==> src/rtl/keypad_pkg.sv <==
// Shared types and helpers for the 4x4 keypad front end.
// Key codes are {row, col}; frame bit index equals the key code.
package keypad_pkg;

    typedef logic [3:0]  key_code_t;
    typedef logic [15:0] frame_t;

    localparam int NUM_ROWS = 4;
    localparam int NUM_COLS = 4;

    localparam key_code_t KEY_SUBMIT_LETTER = 4'd12;
    localparam key_code_t KEY_SUBMIT_WORD   = 4'd14;

    function automatic key_code_t key_code(
        input logic [1:0] row,
        input logic [1:0] col
    );
        return {row, col};
    endfunction

    function automatic logic is_one_hot(input frame_t f);
        return (f != '0) && ((f & (f - 16'd1)) == '0);
    endfunction

    function automatic key_code_t frame_index(input frame_t f);
        key_code_t idx;
        idx = '0;
        for (int i = 0; i < 16; i++) begin
            if (f[i]) idx = 4'(i);
        end
        return idx;
    endfunction

endpackage

==> src/rtl/keypad_scanner_frame_debouncer.sv <==
// Accepts a matrix frame only after it repeats for DEBOUNCE_SCANS
// consecutive frame closes; deb_update pulses with each acceptance.
module frame_debouncer
    import keypad_pkg::*;
#(
    parameter int DEBOUNCE_SCANS = 4
) (
    input  logic   clk,
    input  logic   rst,
    input  frame_t frame,
    input  logic   frame_done,
    output frame_t debounced,
    output logic   deb_update
);

    localparam int SW = (DEBOUNCE_SCANS > 1) ? $clog2(DEBOUNCE_SCANS) : 1;
    localparam logic [SW-1:0] STABLE_MAX = SW'(DEBOUNCE_SCANS - 1);

    frame_t          prev_q, prev_d;
    frame_t          deb_q, deb_d;
    logic [SW-1:0]   stable_q, stable_d;
    logic            upd_q, upd_d;

    always_ff @(posedge clk) begin
        if (rst) begin
            prev_q   <= '0;
            deb_q    <= '0;
            stable_q <= '0;
            upd_q    <= 1'b0;
        end else begin
            prev_q   <= prev_d;
            deb_q    <= deb_d;
            stable_q <= stable_d;
            upd_q    <= upd_d;
        end
    end

    always_comb begin
        prev_d   = prev_q;
        deb_d    = deb_q;
        stable_d = stable_q;
        upd_d    = 1'b0;
        if (frame_done) begin
            if (frame == prev_q) begin
                stable_d = (stable_q == STABLE_MAX)
                         ? stable_q
                         : stable_q + SW'(1);
            end else begin
                stable_d = '0;
            end
            prev_d = frame;
            if (stable_d == STABLE_MAX) begin
                deb_d = frame;
                upd_d = 1'b1;
            end
        end
    end

    assign debounced  = deb_q;
    assign deb_update = upd_q;

endmodule

==> src/rtl/keypad_scanner.sv <==
// Column-scans the 4x4 keypad, debounces whole-matrix frames and
// emits one key event per fresh single-key press.
module keypad_scanner
    import keypad_pkg::*;
#(
    parameter int SCAN_CYCLES    = 100,
    parameter int DEBOUNCE_SCANS = 4
) (
    input  logic       clk,
    input  logic       rst,
    input  logic [3:0] row_in,
    output logic [3:0] col_out,
    output logic [3:0] key_code,
    output logic       key_valid,
    output logic       key_held,
    output logic       multi_key
);

    localparam int CW = $clog2(SCAN_CYCLES);
    localparam logic [CW-1:0] DWELL_LAST = CW'(SCAN_CYCLES - 1);

    logic [CW-1:0] dwell_q, dwell_d;
    logic [1:0]    col_idx_q, col_idx_d;
    frame_t        frame_q, frame_d;
    logic          sample;
    logic          frame_done;

    frame_t        debounced;
    logic          deb_update;

    key_code_t     key_code_q, key_code_d;
    logic          key_valid_q, key_valid_d;
    logic          key_held_q, key_held_d;
    logic          multi_key_q, multi_key_d;
    logic          zero_seen_q, zero_seen_d;

    always_ff @(posedge clk) begin
        if (rst) begin
            dwell_q     <= '0;
            col_idx_q   <= '0;
            frame_q     <= '0;
            key_code_q  <= '0;
            key_valid_q <= 1'b0;
            key_held_q  <= 1'b0;
            multi_key_q <= 1'b0;
            zero_seen_q <= 1'b0;
        end else begin
            dwell_q     <= dwell_d;
            col_idx_q   <= col_idx_d;
            frame_q     <= frame_d;
            key_code_q  <= key_code_d;
            key_valid_q <= key_valid_d;
            key_held_q  <= key_held_d;
            multi_key_q <= multi_key_d;
            zero_seen_q <= zero_seen_d;
        end
    end

    always_comb begin
        sample     = (dwell_q == DWELL_LAST);
        frame_done = sample && (col_idx_q == 2'd3);
        dwell_d    = sample ? '0 : dwell_q + CW'(1);
        col_idx_d  = sample ? col_idx_q + 2'd1 : col_idx_q;
        frame_d    = frame_q;
        if (sample) begin
            for (int r = 0; r < NUM_ROWS; r++) begin
                frame_d[keypad_pkg::key_code(2'(r), col_idx_q)] = row_in[3-r];
            end
        end
    end

    // The debouncer sees frame_d so the C3 bits land in the closing frame.
    frame_debouncer #(
        .DEBOUNCE_SCANS(DEBOUNCE_SCANS)
    ) u_debouncer (
        .clk        (clk),
        .rst        (rst),
        .frame      (frame_d),
        .frame_done (frame_done),
        .debounced  (debounced),
        .deb_update (deb_update)
    );

    // zero_seen_q clears on reset so a key held across reset stays silent.
    always_comb begin
        key_valid_d = 1'b0;
        key_code_d  = key_code_q;
        key_held_d  = key_held_q;
        multi_key_d = multi_key_q;
        zero_seen_d = zero_seen_q;
        if (deb_update) begin
            zero_seen_d = (debounced == '0);
            unique case (1'b1)
                (debounced == '0): begin
                    key_held_d  = 1'b0;
                    multi_key_d = 1'b0;
                end
                is_one_hot(debounced): begin
                    key_held_d  = 1'b1;
                    multi_key_d = 1'b0;
                    if (zero_seen_q) begin
                        key_valid_d = 1'b1;
                        key_code_d  = frame_index(debounced);
                    end
                end
                default: begin
                    key_held_d  = 1'b0;
                    multi_key_d = 1'b1;
                end
            endcase
        end
    end

    assign col_out   = 4'b1000 >> col_idx_q;
    assign key_code  = key_code_q;
    assign key_valid = key_valid_q;
    assign key_held  = key_held_q;
    assign multi_key = multi_key_q;

endmodule

==> config.mk <==
export PLATFORM = sky130hd
export DESIGN_NAME = keypad_scanner
export DESIGN_NICKNAME = d
export VERILOG_FILES = /design/src/rtl/keypad_pkg.sv /design/src/rtl/keypad_scanner_frame_debouncer.sv /design/src/rtl/keypad_scanner.sv
export SDC_FILE = /design/constraint.sdc
export NUM_CORES = 1
export LEC_CHECK = 0
export BUFFER_PORTS_ARGS = -buffer_cell sky130_fd_sc_hd__buf_2
export CELL_PAD_IN_SITES_DETAIL_PLACEMENT = 1
export CELL_PAD_IN_SITES_GLOBAL_PLACEMENT = 1
export CORE_UTILIZATION = 50
export DETAILED_ROUTE_END_ITERATION = 7
export PLACE_DENSITY_LB_ADDON = 0.1
export REMOVE_ABC_BUFFERS = 1
export SYNTH_ARGS = -nofsm -noshare
export SYNTH_HDL_FRONTEND = slang
export SYNTH_HIERARCHICAL = 1
export SYNTH_SLANG_ARGS = --single-unit
==> constraint.sdc <==
create_clock -name clk -period 7 [get_ports clk]
set_input_delay 1.4 -clock clk [delete_from_list [all_inputs] [get_ports clk]]
set_output_delay 1.4 -clock clk [all_outputs]
set_load 0.1 [all_outputs]
* After elaboration in Yosys (flattened, before gate mapping) *
Index checks and enable logic that the tools add are counted.

storage, ports and cells
  bits of input ports = 6
  word-level logic and storage cells = 84
  flip-flop bits (word level) = 68

cells by class
  reduce and logical (&&, ||, !) cells = 15
  shift operators = 1
  equal/unequal tests = 5
  muxes and demuxes = 35
  magnitude comparators = 8
  $add $sub $neg = 4
  bitwise logic cells = 4

operators with widths
  operator                                                            count
  bitwise mux 16 bit                                                  4
  2-to-1 mux 4 bit                                                    14
  logical NOT 16 bit                                                  2
  bitwise AND 16 bit                                                  1
  == test 16 bit                                                      1
  2-to-1 mux 16 bit                                                   1
  nonzero test 16 bit                                                 1
  subtractor 16 x 1 -> 16 bit (second input constant)                 1
  less-than comparator 4 x 5 -> 1 bit (second input constant)         2
  2-to-1 mux 1 bit                                                    9
  demux 1 bit (select 2 bit)                                          4
  greater-or-equal comparator 4 x 1 -> 1 bit (second input constant)  2
  adder 7 x 1 -> 7 bit (second input constant)                        1
  == test 7 bit (second input constant)                               1
  == test 2 bit (second input constant)                               3
  logical AND 1 bit                                                   6
  2-to-1 mux 2 bit                                                    3
  OR reduction 2 bit                                                  3
  less-than comparator 2 x 5 -> 1 bit (second input constant)         1
  less-than comparator 3 x 5 -> 1 bit (second input constant)         1
  adder 2 x 1 -> 2 bit (second input constant)                        2
  right shift 4 x 2 -> 4 bit (first input constant)                   1
  greater-or-equal comparator 3 x 1 -> 1 bit (second input constant)  1
  inverter 1 bit                                                      3
  4 further kinds                                                     4

* Longest topological paths before layout *
  depth in word-level cells = 15
  mapped depth = 12
  gate-level depth less buffers = 10

* Hierarchy *
Netlist, hierarchy kept.

by module, submodules not included
  module           area each (um2)  cells each  times used
  keypad_scanner   1770.4           182         1
  frame_debouncer  1570.3           154         1

* Worst setup path after synthesis *
OpenSTA, ideal clock, no wires.

  path kind = register to register
  start = register col_idx_q[0]
  end = register u_debouncer.deb_q[10], in the netlist u_debouncer/debounced[10]
  period minus slack after synthesis = 3.114 ns
  slack = 3.886 ns
  stages on the path, launching flop included = 11
  arrival = 3.042 ns
  library setup time = 0.072 ns
  path through = dfxtp_1 ha_1 nand2_1 mux2_2 xnor2_1 nand4_1 nor4_2 and3_1 buf_6 buf_12 mux2i_1

RTL lines
  what                                                                                                                     RTL line                              source
  from (decl)                                                                                                              keypad_scanner.sv:23                  logic [1:0] col_idx_q, col_idx_d;
  from (signal assigned)                                                                                                   keypad_scanner.sv:49                  col_idx_q <= col_idx_d;
  less-than comparator 4 x 5 -> 1 bit (implied by the code) or greater-or-equal comparator 4 x 1 -> 1 bit (tied branches)  keypad_scanner.sv:67                  frame_d[keypad_pkg::key_code(2'(r), col_idx_q)] = row_in[3-r];
  logical AND 1 bit (implied by the code)                                                                                  keypad_scanner.sv:67
  2-to-1 mux 1 bit (implied by the code)                                                                                   keypad_scanner.sv:67
  demux 1 bit (select 2 bit) *                                                                                             keypad_scanner.sv:67
  bitwise mux 16 bit *                                                                                                     keypad_scanner.sv:67
  2-to-1 mux 16 bit *                                                                                                      keypad_scanner.sv:65                  if (sample) begin
  net frame_d[15]                                                                                                          keypad_scanner.sv:24                  frame_t frame_q, frame_d;
  == test 16 bit *                                                                                                         keypad_scanner_frame_debouncer.sv:44  if (frame == prev_q) begin
  2-to-1 mux 2 bit *                                                                                                       keypad_scanner_frame_debouncer.sv:44
  2-to-1 mux 2 bit *                                                                                                       keypad_scanner_frame_debouncer.sv:43  if (frame_done) begin
  == test 2 bit *                                                                                                          keypad_scanner_frame_debouncer.sv:52  if (stable_d == STABLE_MAX) begin
  AND reduction 2 bit (no line) *                                                                                          --
  to (signal assigned)                                                                                                     keypad_scanner_frame_debouncer.sv:27  deb_q <= '0;
  to (signal assigned)                                                                                                     keypad_scanner_frame_debouncer.sv:32  deb_q <= deb_d;
  to (decl)                                                                                                                keypad_scanner_frame_debouncer.sv:20  frame_t deb_q, deb_d;

The timed path passes the listed nets; every way through them passes the cells marked *. The select of a mux whose other input is x is not followed.
A chain may end at the register's enable or synchronous reset.

* Final worst setup path *
  start = register dwell_q[0]
  end = register u_debouncer.deb_q[14], in the netlist u_debouncer/debounced[14]

on the way
  longest elaborated chain between the ends = 7

RTL lines
  what                           RTL line                              source
  from (decl)                    keypad_scanner.sv:22                  logic [CW-1:0] dwell_q, dwell_d;
  from (signal assigned)         keypad_scanner.sv:48                  dwell_q <= dwell_d;
  == test 7 bit                  keypad_scanner.sv:60                  sample = (dwell_q == DWELL_LAST);
  2-to-1 mux 16 bit              keypad_scanner.sv:65
  net frame_d[10]                keypad_scanner.sv:24
  == test 16 bit                 keypad_scanner_frame_debouncer.sv:44
  2-to-1 mux 2 bit               keypad_scanner_frame_debouncer.sv:44
  2-to-1 mux 2 bit               keypad_scanner_frame_debouncer.sv:43
  == test 2 bit                  keypad_scanner_frame_debouncer.sv:52
  AND reduction 2 bit (no line)  --

The timed path passes the listed nets, and every way through them passes these cells. The select of a mux whose other input is x is not followed.

==> run summary <==
Cts hold-fix bufs: 0
Overall track demand over capacity in global routing: 22.4%
Startpoint of the worst hold path: dwell_q[0]
Boundary Pins: 17
Final Wtd Congestion: 0.776
CP arrival: 4.35 ns
Antenna violations before repair: 0
Most area-hungry cell type in the Yosys netlist: sky130_fd_sc_hd__dfxtp_1
Max Clock Freq: 0.244 GHz
Synthesized-area fraction occupied by adder cells: 2.17%
Total power density per cell area: 189 nW/µm²
Static power due to leakage: 0.00132 µW
Routing usage on met3: 4.75%
Multi-input gate area in the final layout: 1850 µm²
Count of final hold-check violations: 0
Height of the die: 83.7 µm
Met1 global-route usage: 30.1%
Setup fix buffers added after clock tree synthesis: 0
FILL cells: 725
Most area-consuming cells after synthesis: sky130_fd_sc_hd__dfxtp_1 41%, sky130_fd_sc_hd__mux2i_1 9.9%, sky130_fd_sc_hd__nand2b_1 6.6%
Detailed Route WL: 7.13 mm
Detailed placement HPWL: 5.06 mm
Slew at the pin with the worst max-slew slack: 1.01 ns
Multiplexer area fraction after synthesis: 15.3%
Hold Path Stages: 1
Synth unique cells: 55
Count of TritonRoute iterations in the first routing pass: 4
CTS Buf Count: 9
Worst rel slew slack: 32.5%
WHS: 0.463 ns
Clock period minus final worst setup slack: 4.09 ns
Worst IR Drop VDD: 0.107 mV
Simple-gate share of the synthesized area: 22.6%
Reg2Reg Capture Point: u_debouncer/debounced[14]
Hold-critical path endpoint: dwell_q[0]
Setup_tns: 0 ns
TritonCTS sink count: 68
R2r setup slk: 2.91 ns
GR Overflow Total: 0
Layout cells sized above 1: 19.0%
Layer with the highest usage after global routing: met2
Maximum count of clock buffers along a single path: 2
Met2 Track Usage GR: 35.0%
Number of synthesized register bits: 68
Drt first-iter violations: 60
Fraction of the cycle the final worst path needs: 58.5%
Register-to-Register Path Depth: 10
Number of global-route vias before repair: 2,381
Maximum number of pins on one net before global-route repair: 64
Insertion delay of the later-clocked pin in the worst-skew pair: 0.33 ns
Clock transition at the register clock pins on the worst setup and hold paths after CTS: 0.07 ns
Required time of the worst setup path: 7.25 ns
Critical Path Fanout Max: 17
Core area: 6390 µm²
First-pass GRT wire length: 12.1 mm
RSZ-0062 raised after global routing: no
Fraction of the mapped netlist area in compound gates: 9.59%
Clk root buf: sky130_fd_sc_hd__clkbuf_8
Predominant post-synthesis flop cell: sky130_fd_sc_hd__dfxtp_1
Nets@finish: 361
Routed vias: 2,319
Full die area: 7010 µm²
Post-Route Skew: 0.00372 ns
Nature of the critical path startpoint: flip-flop
Status: completed
Gate Count Post-Synth: 336
CTS tree: built
Die Span X: 83.7 µm
Num rows: 29
Yosys warns: 6
Antenna diodes: 0
Post-DRT Antenna Nets: 0
Combinational family with the most area after synthesis: simple AND/OR/NAND/NOR gates
Source of the critical timing path: dwell_q[0]
Worst min-delay path category: flip-flop to flip-flop
Class of the most critical setup path: flip-flop to flip-flop
Number of flops mapped to enable cells by yosys: 0
Type of element capturing the critical path: flip-flop
Seq. cell area: 1360 µm²
Vias per cell: 5.39
Post-DR wirelength/cell: 16.6 µm
Syn_area_per_cell: 9.94 µm²
Post-route DRC: 0
Resize count post-CTS: 0
Setup-violating endpoint count in the final report: 0
Async S/R FF share, synth: 0%
Number of max-slew violations in the final report: 0
Effective utilization at floorplan: 52.3%
Fraction of post-synthesis cell area in the top cell type by area: 40.7%
Sequential-to-total area share from yosys stat: 40.7%
Depth of the CTS H-tree: 3
Netlist area before placement: 3340 µm²
Synthesis-to-finish area growth: 7.49%
Worst flop-to-flop path startpoint: dwell_q[0]
Number of buffer cells added on primary ports: 16
XOR/XNOR Fraction of Synth Area: 5.77%
Max cap viols: 0
==> worst max-delay path, stage by stage, from the launching register on <==
cell and delay (ns):
sky130_fd_sc_hd__dfxtp_1 0.37, sky130_fd_sc_hd__ha_1 0.22, sky130_fd_sc_hd__nand2_1 0.10, sky130_fd_sc_hd__nor4_2 0.58
sky130_fd_sc_hd__nand2_1 0.35, sky130_fd_sc_hd__mux2_2 0.39, sky130_fd_sc_hd__xnor2_1 0.24, sky130_fd_sc_hd__nand4_1 0.16
sky130_fd_sc_hd__nor4_2 0.44, sky130_fd_sc_hd__and3_1 0.89, sky130_fd_sc_hd__mux2i_1 0.27
==> cell usage in the layout (no fill, tap or decap), drive strengths merged, types with 2 or more instances in the layout <==
| cell | n |
|---|---|
| dfxtp | 68 |
| nor2 | 40 |
| nand2b | 35 |
| mux2i | 33 |
| xnor2 | 20 |
| and2 | 17 |
| buf | 17 |
| mux2 | 16 |
| clkbuf | 12 |
| inv | 10 |
| nand2 | 8 |
| a21oi | 8 |
| nor3 | 6 |
| nand4 | 6 |
| a211oi | 6 |
| nand3 | 5 |
| ha | 5 |
| or4 | 5 |
| o21ai | 3 |
| nor4 | 3 |
| or2 | 2 |
| o31a | 2 |
| xor2 | 2 |
| o41ai | 2 |
==> flip-flops by register name, summed over array words and instances (netlist names) <==
signal,flops
u_debouncer/stable_q,2
key_held,1
u_debouncer/deb_update,1
frame_q,16
u_debouncer/prev_q,16
multi_key,1
zero_seen_q,1
dwell_q,7
col_idx_q,2
key_valid,1
key_code,4
u_debouncer/debounced,16
==> how the worst max path moves through the flow <==
stage | to | slack (ns)
floorplan | u_debouncer/debounced[0] | 3.59
global placement | u_debouncer/debounced[4] | 3.20
detailed placement | u_debouncer/debounced[1] | 3.01
CTS | u_debouncer/debounced[1] | 2.90
global route | u_debouncer/debounced[1] | 2.50
finish | u_debouncer/debounced[14] | 2.91
==> power by group <==
| group | internal [µW] | switching [µW] |
|---|---|---|
| sequential | 388 | 1.50 |
| combinational | 5.89 | 10.1 |
| clock | 134 | 140 |
| total | 528 | 151 |
==> through the flow <==
stage | util, % | total power, µW | std cells | setup slack [ns] | instance area (µm²)
global placement | 53.8 | 415 | 416 | 3.20 | 3430
floorplan | - | 405 | 322 | 3.59 | 3250
finish | 56.2 | 679 | 430 | 2.91 | 3590
detailed placement | 53.8 | 415 | 416 | 3.01 | 3430
CTS | 56.2 | 690 | 430 | 2.90 | 3590
global route | 56.2 | 707 | 430 | 2.50 | 3590
==> cell usage after synthesis (2+ instances only) <==
library cell               instances
sky130_fd_sc_hd__mux2i_1          33
sky130_fd_sc_hd__nand2b_1         35
sky130_fd_sc_hd__dfxtp_1          68
sky130_fd_sc_hd__and2_1           16
sky130_fd_sc_hd__nor2_4            2
sky130_fd_sc_hd__nor2_1           38
sky130_fd_sc_hd__ha_1              5
sky130_fd_sc_hd__xnor2_1          20
sky130_fd_sc_hd__nor3_1            6
sky130_fd_sc_hd__clkbuf_1         10
sky130_fd_sc_hd__nand4_1           5
sky130_fd_sc_hd__nor4_2            2
sky130_fd_sc_hd__inv_1            10
sky130_fd_sc_hd__a211oi_1          2
sky130_fd_sc_hd__a21oi_2           3
sky130_fd_sc_hd__a211oi_2          3
sky130_fd_sc_hd__nand2_1           8
sky130_fd_sc_hd__a21oi_1           5
sky130_fd_sc_hd__o21ai_0           3
sky130_fd_sc_hd__o31a_1            2
sky130_fd_sc_hd__or4_1             2
sky130_fd_sc_hd__buf_6             3
sky130_fd_sc_hd__nand3_1           5
sky130_fd_sc_hd__or2_2             2
sky130_fd_sc_hd__xor2_1            2
sky130_fd_sc_hd__or4_4             2
sky130_fd_sc_hd__mux2_2           16
==> cell families after synthesis <==
group,count (synthesis)
adders and majority gates,6
buffers and inverters,24
DFF,68
AOI/OAI and AO/OA,34
and+or+nand+nor,133
muxes,49
xor gates and xnor gates,22
==> layer usage <==
metal  share of wire [%]  vias up
met3                 2.0       10
met1                  50     1105
li1                    -     1183
met5                   0        -
met4                 1.6        0
met2                  46       21
==> area by class of cell <==
cell class,count,share of cell area [%]
Tap cell,77,2.68
Multi-Input combinational cell,244,51.5
Timing Repair Buffer,17,2.44
Inverter,10,1.05
Sequential cell,68,37.9
Clock buffer,12,4.04
Clock inverter,2,0.348
Power figures use the tool's default switching activity.
